==> src/rtl/seg_scan_ctrl_if.sv <==
// Write bus from the CPU display store path into the seven-segment scan controller.
// The master drives one-cycle write strobes; the slave reports an uncommitted shadow write.
interface seg_scan_ctrl_if;
    logic        wr_en;
    logic [15:0] wr_data;
    logic [3:0]  wr_blank;
    logic        pending;

    modport master (
        output wr_en,
        output wr_data,
        output wr_blank,
        input  pending
    );

    modport slave (
        input  wr_en,
        input  wr_data,
        input  wr_blank,
        output pending
    );
endinterface

==> src/rtl/seg_scan_ctrl.sv <==
// Purpose: 4-digit seven-segment scan controller; writes are shadowed and committed only at a frame boundary.
// Latency: commit at the boundary edge, decode is combinational (new data shows in slot 0 of the next frame).
// Backpressure: none; every write strobe is accepted and the last one before a boundary wins.
// Optional macro SEG_DEGHOST_EN blanks the enables for DEGHOST_CYC cycles at the start of each slot.
module seg_scan_ctrl #(
    parameter int SCAN_DIV    = 100000,
    parameter int CNT_W       = 17,
    parameter int DEGHOST_CYC = 4
) (
    input  logic              sysclk,
    input  logic              reset,
    seg_scan_ctrl_if.slave    wr,
    output logic [3:0]        ENs,
    output logic [6:0]        BCDs,
    output logic              frame_tick
);

    if (SCAN_DIV < 2 || (longint'(1) << CNT_W) < longint'(SCAN_DIV) || DEGHOST_CYC < 0) begin : g_bad_params
        $error("seg_scan_ctrl: illegal SCAN_DIV/CNT_W/DEGHOST_CYC combination");
    end
`ifdef SEG_DEGHOST_EN
    if (DEGHOST_CYC >= SCAN_DIV) begin : g_bad_deghost
        $error("seg_scan_ctrl: DEGHOST_CYC must be below SCAN_DIV");
    end
`endif

    logic [CNT_W-1:0] div;
    logic [1:0]       slot;
    logic [15:0]      active_data;
    logic [3:0]       active_blank;
    logic [15:0]      shadow_data;
    logic [3:0]       shadow_blank;
    logic             pending_q;

    logic             last_div;
    logic             boundary;

    assign last_div = (div == CNT_W'(SCAN_DIV - 1));
    assign boundary = last_div && (slot == 2'd3);

    always_ff @(posedge sysclk) begin
        if (reset) begin
            div          <= '0;
            slot         <= 2'd0;
            active_data  <= 16'h0000;
            active_blank <= 4'b0000;
            shadow_data  <= 16'h0000;
            shadow_blank <= 4'b0000;
            pending_q    <= 1'b0;
            frame_tick   <= 1'b0;
        end else begin
            frame_tick <= boundary;

            if (last_div) begin
                div  <= '0;
                slot <= slot + 2'd1;
            end else begin
                div  <= div + CNT_W'(1);
            end

            // A write landing on the boundary itself goes straight to the active copy.
            if (boundary) begin
                if (wr.wr_en) begin
                    active_data  <= wr.wr_data;
                    active_blank <= wr.wr_blank;
                end else if (pending_q) begin
                    active_data  <= shadow_data;
                    active_blank <= shadow_blank;
                end
                pending_q <= 1'b0;
            end else if (wr.wr_en) begin
                shadow_data  <= wr.wr_data;
                shadow_blank <= wr.wr_blank;
                pending_q    <= 1'b1;
            end
        end
    end

    assign wr.pending = pending_q;

    logic [3:0] nibble;
    logic [3:0] en_n;

    always_comb begin
        nibble = active_data[3:0];
        case (slot)
            2'd0: nibble = active_data[3:0];
            2'd1: nibble = active_data[7:4];
            2'd2: nibble = active_data[11:8];
            2'd3: nibble = active_data[15:12];
            default: nibble = active_data[3:0];
        endcase
    end

    always_comb begin
        BCDs = 7'b1000000;
        case (nibble)
            4'h0: BCDs = 7'b1000000;
            4'h1: BCDs = 7'b1111001;
            4'h2: BCDs = 7'b0100100;
            4'h3: BCDs = 7'b0110000;
            4'h4: BCDs = 7'b0011001;
            4'h5: BCDs = 7'b0010010;
            4'h6: BCDs = 7'b0000010;
            4'h7: BCDs = 7'b1111000;
            4'h8: BCDs = 7'b0000000;
            4'h9: BCDs = 7'b0010000;
            4'hA: BCDs = 7'b0001000;
            4'hB: BCDs = 7'b0000011;
            4'hC: BCDs = 7'b1000110;
            4'hD: BCDs = 7'b0100001;
            4'hE: BCDs = 7'b0000110;
            4'hF: BCDs = 7'b0001110;
            default: BCDs = 7'b1000000;
        endcase
    end

    // A blanked digit stays dark but still owns its full slot time.
    always_comb begin
        en_n = ~(4'b0001 << slot);
        if (active_blank[slot]) begin
            en_n = 4'b1111;
        end
`ifdef SEG_DEGHOST_EN
        if (div < CNT_W'(DEGHOST_CYC)) begin
            en_n = 4'b1111;
        end
`endif
    end

    assign ENs = en_n;

endmodule

==> src/flat_wrapper.sv <==
// flat-port wrapper written by rule: the top's interface ports become plain ports
module seg_scan_ctrl_flat 
#(
    parameter int SCAN_DIV    = 100000,
    parameter int CNT_W       = 17,
    parameter int DEGHOST_CYC = 4
)
  (sysclk, reset, ENs, BCDs, frame_tick, wr_wr_en, wr_wr_data, wr_wr_blank, wr_pending);
  seg_scan_ctrl_if wr_i ();
  input  logic sysclk;
  input  logic reset;
  output logic [3:0] ENs;
  output logic [6:0] BCDs;
  output logic frame_tick;
  input wire logic [$bits(wr_i.wr_en)-1:0] wr_wr_en;
  input wire logic [$bits(wr_i.wr_data)-1:0] wr_wr_data;
  input wire logic [$bits(wr_i.wr_blank)-1:0] wr_wr_blank;
  output wire logic [$bits(wr_i.pending)-1:0] wr_pending;
  assign wr_i.wr_en = wr_wr_en;
  assign wr_i.wr_data = wr_wr_data;
  assign wr_i.wr_blank = wr_wr_blank;
  assign wr_pending = wr_i.pending;
  seg_scan_ctrl #(.SCAN_DIV(SCAN_DIV), .CNT_W(CNT_W), .DEGHOST_CYC(DEGHOST_CYC)) u_core (.sysclk(sysclk), .reset(reset), .wr(wr_i), .ENs(ENs), .BCDs(BCDs), .frame_tick(frame_tick));
endmodule
==> config.mk <==
export PLATFORM = sky130hd
export DESIGN_NAME = seg_scan_ctrl_flat
export DESIGN_NICKNAME = d
export VERILOG_FILES = /design/src/rtl/seg_scan_ctrl_if.sv /design/src/rtl/seg_scan_ctrl.sv /design/src/flat_wrapper.sv
export SDC_FILE = /design/constraint.sdc
export NUM_CORES = 1
export LEC_CHECK = 0
export ABC_AREA = 1
export CAP_MARGIN = 20
export CELL_PAD_IN_SITES_DETAIL_PLACEMENT = 1
export CELL_PAD_IN_SITES_GLOBAL_PLACEMENT = 1
export CORE_ASPECT_RATIO = 0.8
export CORE_MARGIN = 3
export CORE_UTILIZATION = 41
export DETAILED_ROUTE_END_ITERATION = 6
export DONT_BUFFER_PORTS = 1
export GPL_ROUTABILITY_DRIVEN = 0
export PLACE_DENSITY = 0.72
export SYNTH_ARGS = -nofsm -noshare
export SYNTH_HDL_FRONTEND = slang
export SYNTH_SLANG_ARGS = --single-unit
export TNS_END_PERCENT = 1
==> constraint.sdc <==
create_clock -name sysclk -period 2.4 [get_ports sysclk]
set_clock_uncertainty 0.1 [all_clocks]
set_input_delay 0.36 -clock sysclk [delete_from_list [all_inputs] [get_ports sysclk]]
set_output_delay 0.36 -clock sysclk [all_outputs]
set_load 0.01 [all_outputs]
==> flow_summary.toml, run 1 <==
[status]
outcome = "finished with violations"
violated_checks = "negative setup slack"

[cells_and_area]
post_route_cells_drive_above_1_share_pct = 21.9
final_nets = 583
antenna_cells_inserted = 0
stdcell_count = 664
area_growth_from_synthesis_to_layout_pct = 18.9
design_area_sq_mm = 0.00433

[global_route]
overflow = 0
vias_in_the_first_global_route = 3374
grt_start_max_net_pins = 62
grt_antenna_before_repair = 0
global_route.usage.total_pct = 19.6
grt_first_pass_wirelength_microns = 16400

[placed_design]
port-buffer-count = 0
placed_cells = 636
placedInstanceArea_sq_mm = 0.00375
post-dp-hpwl_microns = 6730
place_worst_setup_slack_ns = -0.0227

[synthesis]
yosys.area_share.xor_xnor_pct = 1.68
synth_area_per_cell_sq_um = 6.82
dominant_combinational_cell_family_by_area_after_synthesis = "simple AND/OR/NAND/NOR gates"
synth_area_sq_mm = 0.00364
syn-num-nets = 569
synthAdderAreaFrac_pct = 4.12
synth_common_cells = "sky130_fd_sc_hd__nand2_1, sky130_fd_sc_hd__inv_1, sky130_fd_sc_hd__nor2_1"
netlist_top_cells_area = "sky130_fd_sc_hd__dfxtp_1, sky130_fd_sc_hd__nand2_1, sky130_fd_sc_hd__inv_1"
synth.distinct_cells = 32
yosys.area.top_type = "sky130_fd_sc_hd__dfxtp_1"
synth.area.mux_share_pct = 5.50
synth-edff-count = 0
ys.warnings.count = 0
synthArstFlopShare_pct = 0
synth_flop_cell = "sky130_fd_sc_hd__dfxtp_1"
seq_area_frac_synth_pct = 33.5
yosys.area.top_type_share_pct = 33.5
yosys.cell_count.top_type = "sky130_fd_sc_hd__nand2_1"
post_synth_and_or_nand_nor_area_fraction_pct = 34.9
synth_seq_cells = 61
synth_cells = 534
synth_compound_area_share_pct = 6.90

[cts]
cts_max_level = 3
clockRootBuffer = "sky130_fd_sc_hd__clkbuf_8"
tritoncts_clock_tree = "done"
number_of_buffers_on_the_longest_clock_path = 2
cts_num_sinks = 61
clock_network_latency_to_the_later_pin_of_the_worst_skew_pair_ns = 0.34
cts-buffers-inserted = 9
cts.reportedPaths.clkPinSlew_ns = 0.07

[power_and_ir_drop]
pwr-share-clk_pct = 47.0
cell_internal_power_mw = 1.73
vdd_ir_drop_max_uv = 219
power.leakage_nw = 1.96
sequentialPowerShare_pct = 47.3
share_comb_of_total_power_pct = 5.6
cellPowerDensity_mw_per_mm2 = 514
netSwitchingFraction_pct = 22.2
p_sw_uw = 494

[hold_path]
worstHoldPathCells = 2
holdCritPathClass = "in -> reg"

[critical_path]
reg2reg_depth = 8
critical_path_required_ns = 1.94
criticalPathCategory = "reg -> out"
setup.worst_path.start_class = "register"
arrival_ns = 2.00
path_max_fanout = 4
setup.worst_path.end_class = "output port"
ff2ff_setup_slack_ns = 0.43

[timing]
timing.final.hold_violations = 0
maxClockFrequency_mhz = 406
timing.final.ws_setup_ns = -0.0646
setup-violations-final = 6
final.period_utilization_pct = 103
maxSlewViolCount = 0
layout_min_cycle_time_ns = 2.46
rsz0062_at_grt = "true"
timing_worst_slew_pin_value_ns = 0.510
final.setup.tns_ns = -0.268
slew-limit-headroom_pct = 65.9
final.hold.worst_slack_ns = 0.0923

[routing]
drt_iter0_drc = 86
drc = 0
detail_route.first_pass.iterations = 5
vias_per_instance = 5.02
drt.antenna.violating_nets = 0
detailroute.via_count = 3331
wirelength_microns = 9670
drt-wirelength-per-cell_microns = 14.6

[die]
core_area_sq_mm = 0.00856
placement_rows = 30
dieWidth_microns = 111
die_h_microns = 90.3
floorplan.die_area_sq_mm = 0.0101
effective_utilization_at_floorplan_pct = 42.6
ioPinCount = 36

[job]
drv.max_cap_violation_count = 0
power groups by stage:
stage | combinational, mW | sequential [mW] | clock, mW
final | 0.125 | 1.05 | 1.05
after global routing | 0.145 | 1.06 | 1.12
after CTS | 0.127 | 1.05 | 1.07
after detailed placement | 0.125 | 1.08 | 0
after global placement | 0.119 | 1.08 | 0
after floorplan | 0.118 | 1.08 | 0
metal layers:
| layer | up-vias | track usage (%) | part of all wire (%) |
|---|---|---|---|
| met5 | - | 0 | 0 |
| met4 | 0 | 5.47 | 1.9 |
| met3 | 17 | 5.49 | 3.8 |
| met2 | 48 | 33.1 | 49 |
| met1 | 1563 | 24.5 | 46 |
| li1 | 1703 | - | - |
worst max-delay path, stage by stage, from the launching register on:
cell and delay (ns):
sky130_fd_sc_hd__dfxtp_4 0.41, sky130_fd_sc_hd__inv_6 0.06, sky130_fd_sc_hd__ha_4 0.17, sky130_fd_sc_hd__inv_4 0.07
sky130_fd_sc_hd__o21ai_4 0.07, sky130_fd_sc_hd__buf_6 0.12, sky130_fd_sc_hd__o22ai_4 0.17, sky130_fd_sc_hd__buf_6 0.16
sky130_fd_sc_hd__ha_4 0.13, sky130_fd_sc_hd__nand2_4 0.05, sky130_fd_sc_hd__o21ai_2 0.13, sky130_fd_sc_hd__buf_4 0.13
sequential cells by signal, indices dropped and copies added (netlist names):
name / flops
u_core.div: 17
u_core.active_data: 16
u_core.shadow_data: 16
u_core.active_blank: 4
u_core.shadow_blank: 4
u_core.slot: 2
u_core.frame_tick: 1
u_core.wr.pending: 1
kinds of logic (layout without fill, tap and decap cells):
group	count (synthesis)	after routing
simple gates	270	270
buf+inv	115	133
flops	61	61
compound gates	49	49
mux	20	20
fa+ha+maj	12	12
xor+xnor	7	7
cells in the final DEF, fill, tap and decap left out, types with 3 or more instances in the layout:
master / n
sky130_fd_sc_hd__nand3_2: 4
sky130_fd_sc_hd__inv_1: 78
sky130_fd_sc_hd__xor2_1: 5
sky130_fd_sc_hd__nand2_2: 30
sky130_fd_sc_hd__o21ai_0: 7
sky130_fd_sc_hd__buf_4: 23
sky130_fd_sc_hd__mux2i_1: 20
sky130_fd_sc_hd__nor2_4: 3
sky130_fd_sc_hd__o21ai_2: 4
sky130_fd_sc_hd__nor2_1: 69
sky130_fd_sc_hd__inv_4: 3
sky130_fd_sc_hd__nor2_2: 4
sky130_fd_sc_hd__nand3_1: 34
sky130_fd_sc_hd__inv_2: 4
sky130_fd_sc_hd__nand4_1: 23
sky130_fd_sc_hd__clkbuf_8: 11
sky130_fd_sc_hd__inv_6: 4
sky130_fd_sc_hd__nand2_1: 93
sky130_fd_sc_hd__ha_4: 9
sky130_fd_sc_hd__buf_6: 3
sky130_fd_sc_hd__a21oi_1: 29
sky130_fd_sc_hd__dfxtp_1: 59
through the flow:
step / util [%] / total power [mW]
global route: 50.6 / 2.33
global placement: 43.8 / 1.20
floorplan: - / 1.19
finish: 50.6 / 2.23
CTS: 49.0 / 2.25
detailed placement: 43.8 / 1.20
repair_timing:
action | CTS | global route
hold buffers | 1 | 0
hold endpoints to repair | 1 | 0
cloned | 0 | 1
resized for setup | 55 | 21
pin swaps | 12 | 18
setup buffers | 5 | 6
setup endpoints to repair | 7 | 7
layout make-up:
class,instances,area [sq um]
sequential,61,1230
timing repair buffer,28,221
tap,112,140
clock buffer,12,155
fill,1108,4230
inverter,90,365
clock inverter,3,68.8
multi-input combinational,358,2150
final timing paths:
path                       start                     to
hold / removal          wr_wr_en  u_core.shadow_data[3]
hold reg to reg    u_core.div[0]          u_core.div[0]
setup / recovery  u_core.slot[0]                BCDs[2]
setup reg to reg   u_core.div[0]  u_core.active_data[0]
Power figures use the tool's default switching activity.
==> run 2: changes to the inputs <==
--- a/config.mk
+++ b/config.mk
@@ -16,6 +16,7 @@
 export DONT_BUFFER_PORTS = 1
 export GPL_ROUTABILITY_DRIVEN = 0
 export PLACE_DENSITY = 0.72
+export REMOVE_ABC_BUFFERS = 1
 export SYNTH_ARGS = -nofsm -noshare
 export SYNTH_HDL_FRONTEND = slang
 export SYNTH_SLANG_ARGS = --single-unit
==> flow_summary.toml, run 2 (synthesis results as in run 1) <==
[status]
outcome = "finished with violations"
violated_checks = "negative setup slack"

[global_route]
vias_in_the_first_global_route = 3506
overflow = 0
grt_antenna_before_repair = 0
grt_start_max_net_pins = 62
global_route.usage.total_pct = 20.0
grt_first_pass_wirelength_microns = 16700

[cts]
cts_max_level = 3
cts-buffers-inserted = 9
clockRootBuffer = "sky130_fd_sc_hd__clkbuf_8"
clock_network_latency_to_the_later_pin_of_the_worst_skew_pair_ns = 0.34
tritoncts_clock_tree = "done"
cts.reportedPaths.clkPinSlew_ns = 0.07
cts_num_sinks = 61
number_of_buffers_on_the_longest_clock_path = 2

[timing]
rsz0062_at_grt = "true"
maxClockFrequency_mhz = 401
layout_min_cycle_time_ns = 2.50
final.hold.worst_slack_ns = 0.0773
timing.final.ws_setup_ns = -0.0952
timing_worst_slew_pin_value_ns = 0.662
slew-limit-headroom_pct = 55.8
maxSlewViolCount = 0
final.period_utilization_pct = 104
setup-violations-final = 6
timing.final.hold_violations = 0

[cells_and_area]
final_nets = 581
top_register = "u_core.div"
fillerInstances = 1103
reg_top3 = "u_core.div x17, u_core.active_data x16, u_core.shadow_data x16"
area_growth_from_synthesis_to_layout_pct = 18.0
postLayoutCoreUtil_pct = 50.2
antenna_cells_inserted = 0
final_common_cell = "sky130_fd_sc_hd__nand2_1"
flip_flop_count_of_the_largest_register_after_layout = 17
final_cell_mix = "sky130_fd_sc_hd__nand2_1, sky130_fd_sc_hd__inv_1, sky130_fd_sc_hd__nor2_1"
post_route_cells_drive_above_1_share_pct = 20.9
stdcell_count = 662

[placed_design]
port-buffer-count = 0
placed_cells = 634
place_worst_setup_slack_ns = -0.0285
post-dp-hpwl_microns = 6370

[routing]
drt_iter0_drc = 112
drc = 0
drt.antenna.violating_nets = 0
wirelength_microns = 9950
detail_route.first_pass.iterations = 4
vias_per_instance = 5.06
drt-wirelength-per-cell_microns = 15.0
detailroute.via_count = 3349

[die]
dieWidth_microns = 111
die_h_microns = 90.3
core_area_sq_mm = 0.00856
placement_rows = 30
effective_utilization_at_floorplan_pct = 42.6
floorplan.die_area_sq_mm = 0.0101
ioPinCount = 36

[critical_path]
worst_setup_path_endpoint = "BCDs[0]"
worst_path_largest_cell_delay_ns = 0.38
critPathLaunch = "u_core.slot[1]"
setup.worst_path.start_class = "register"
arrival_ns = 2.04
critical_path_required_ns = 1.94
criticalPathCategory = "reg -> out"
timing.rr.end = "u_core.shadow_data[0]"
ff2ff_setup_slack_ns = 0.33
setup.worst_path.end_class = "output port"
reg2reg_depth = 6
path_max_fanout = 4
cpMaxStageDelayCell = "sky130_fd_sc_hd__dfxtp_4"
reg2reg_from = "u_core.div[14]"
critical_path.cell_chain = "inv_4 -> ha_4 -> inv_4 -> o21ai_4 -> nor2_2 -> a21oi_2 -> buf_4 -> ha_4 -> nand2_2 -> o21ai_1 -> nand2_1 -> nand2_2"

[power_and_ir_drop]
pwr-share-clk_pct = 47.2
p_sw_uw = 501
share_comb_of_total_power_pct = 5.5
power.leakage_nw = 1.95
cellPowerDensity_mw_per_mm2 = 519
cell_internal_power_mw = 1.73
netSwitchingFraction_pct = 22.5
sequentialPowerShare_pct = 47.2
vdd_ir_drop_max_uv = 285

[job]
drv.max_cap_violation_count = 0

[hold_path]
holdCritPathClass = "in -> reg"
[run 2: cell count changes in the layout (fill, tap and decap cells not counted), sizes merged]
cell	delta
clkinvlp	+1
buf	-2
inv	-1
[run 2: critical path: cells and delay by family, from the launching register on]
kind | cells | cell delay (ns)
adders and majority gates | 2 | 0.31
DFF | 1 | 0.38
buffers and inverters | 3 | 0.31
and+or+nand+nor | 4 | 0.28
AOI/OAI and AO/OA | 3 | 0.41
[run 2: power by group through the flow]
| stage | registers (mW) | logic, mW | clock network (mW) |
|---|---|---|---|
| 2_1_floorplan | 1.08 | 0.0969 | 0 |
| 3_3_place_gp | 1.08 | 0.117 | 0 |
| 3_5_place_dp | 1.08 | 0.123 | 0 |
| 4_1_cts | 1.05 | 0.125 | 1.08 |
| 5_1_grt | 1.06 | 0.143 | 1.14 |
| 6_report | 1.05 | 0.123 | 1.05 |
[run 2: layout make-up]
type | instances | area, sq um | area share [%]
clock buffers | 12 | 155 | 3.61
clock inverters | 3 | 68.8 | 1.60
inverters | 90 | 359 | 8.36
multi-input cells | 358 | 2140 | 49.8
flip-flops and latches | 61 | 1230 | 28.6
well taps | 112 | 140 | 3.26
repair buffers | 26 | 205 | 4.78
[run 2: timing repair]
item	4_1_cts	5_1_grt
endpoints found under the setup margin	7	7
setup buffers	9	3
endpoints found under the hold margin	1	0
resized for setup	53	14
hold buffers	1	0
pin swaps	12	12
[run 2: how the worst min path moves through the flow]
stage | to | startpoint | cells past startpoint | slack (ns)
2_1_floorplan | u_core.div[0] | u_core.div[0] | 1 | 0.32
3_3_place_gp | u_core.div[0] | u_core.div[0] | 1 | 0.33
3_5_place_dp | u_core.frame_tick | reset | 1 | 0.34
4_1_cts | u_core.shadow_data[3] | wr_wr_en | 2 | 0.07
5_1_grt | u_core.shadow_data[10] | wr_wr_en | 2 | 0.08
6_report | u_core.shadow_data[3] | wr_wr_en | 2 | 0.08
[run 2: stage by stage]
stage	setup TNS, ns	instance area (sq um)	power, mW
after floorplan	-0.726	3490	1.17
after global placement	0	3730	1.19
after detailed placement	-0.117	3730	1.20
after CTS	-0.105	4210	2.26
after global routing	-1.15	4300	2.34
final	-0.468	4300	2.23
[run 2: metal layers]
layer  vias to the layer above  share of wire (%)  track usage [%]
li1                       1698                  -                -
met4                         0               0.73             4.26
met3                        10                4.2             5.76
met1                      1589                 48             25.1
met5                         -                  0                0
met2                        52                 47             34.1
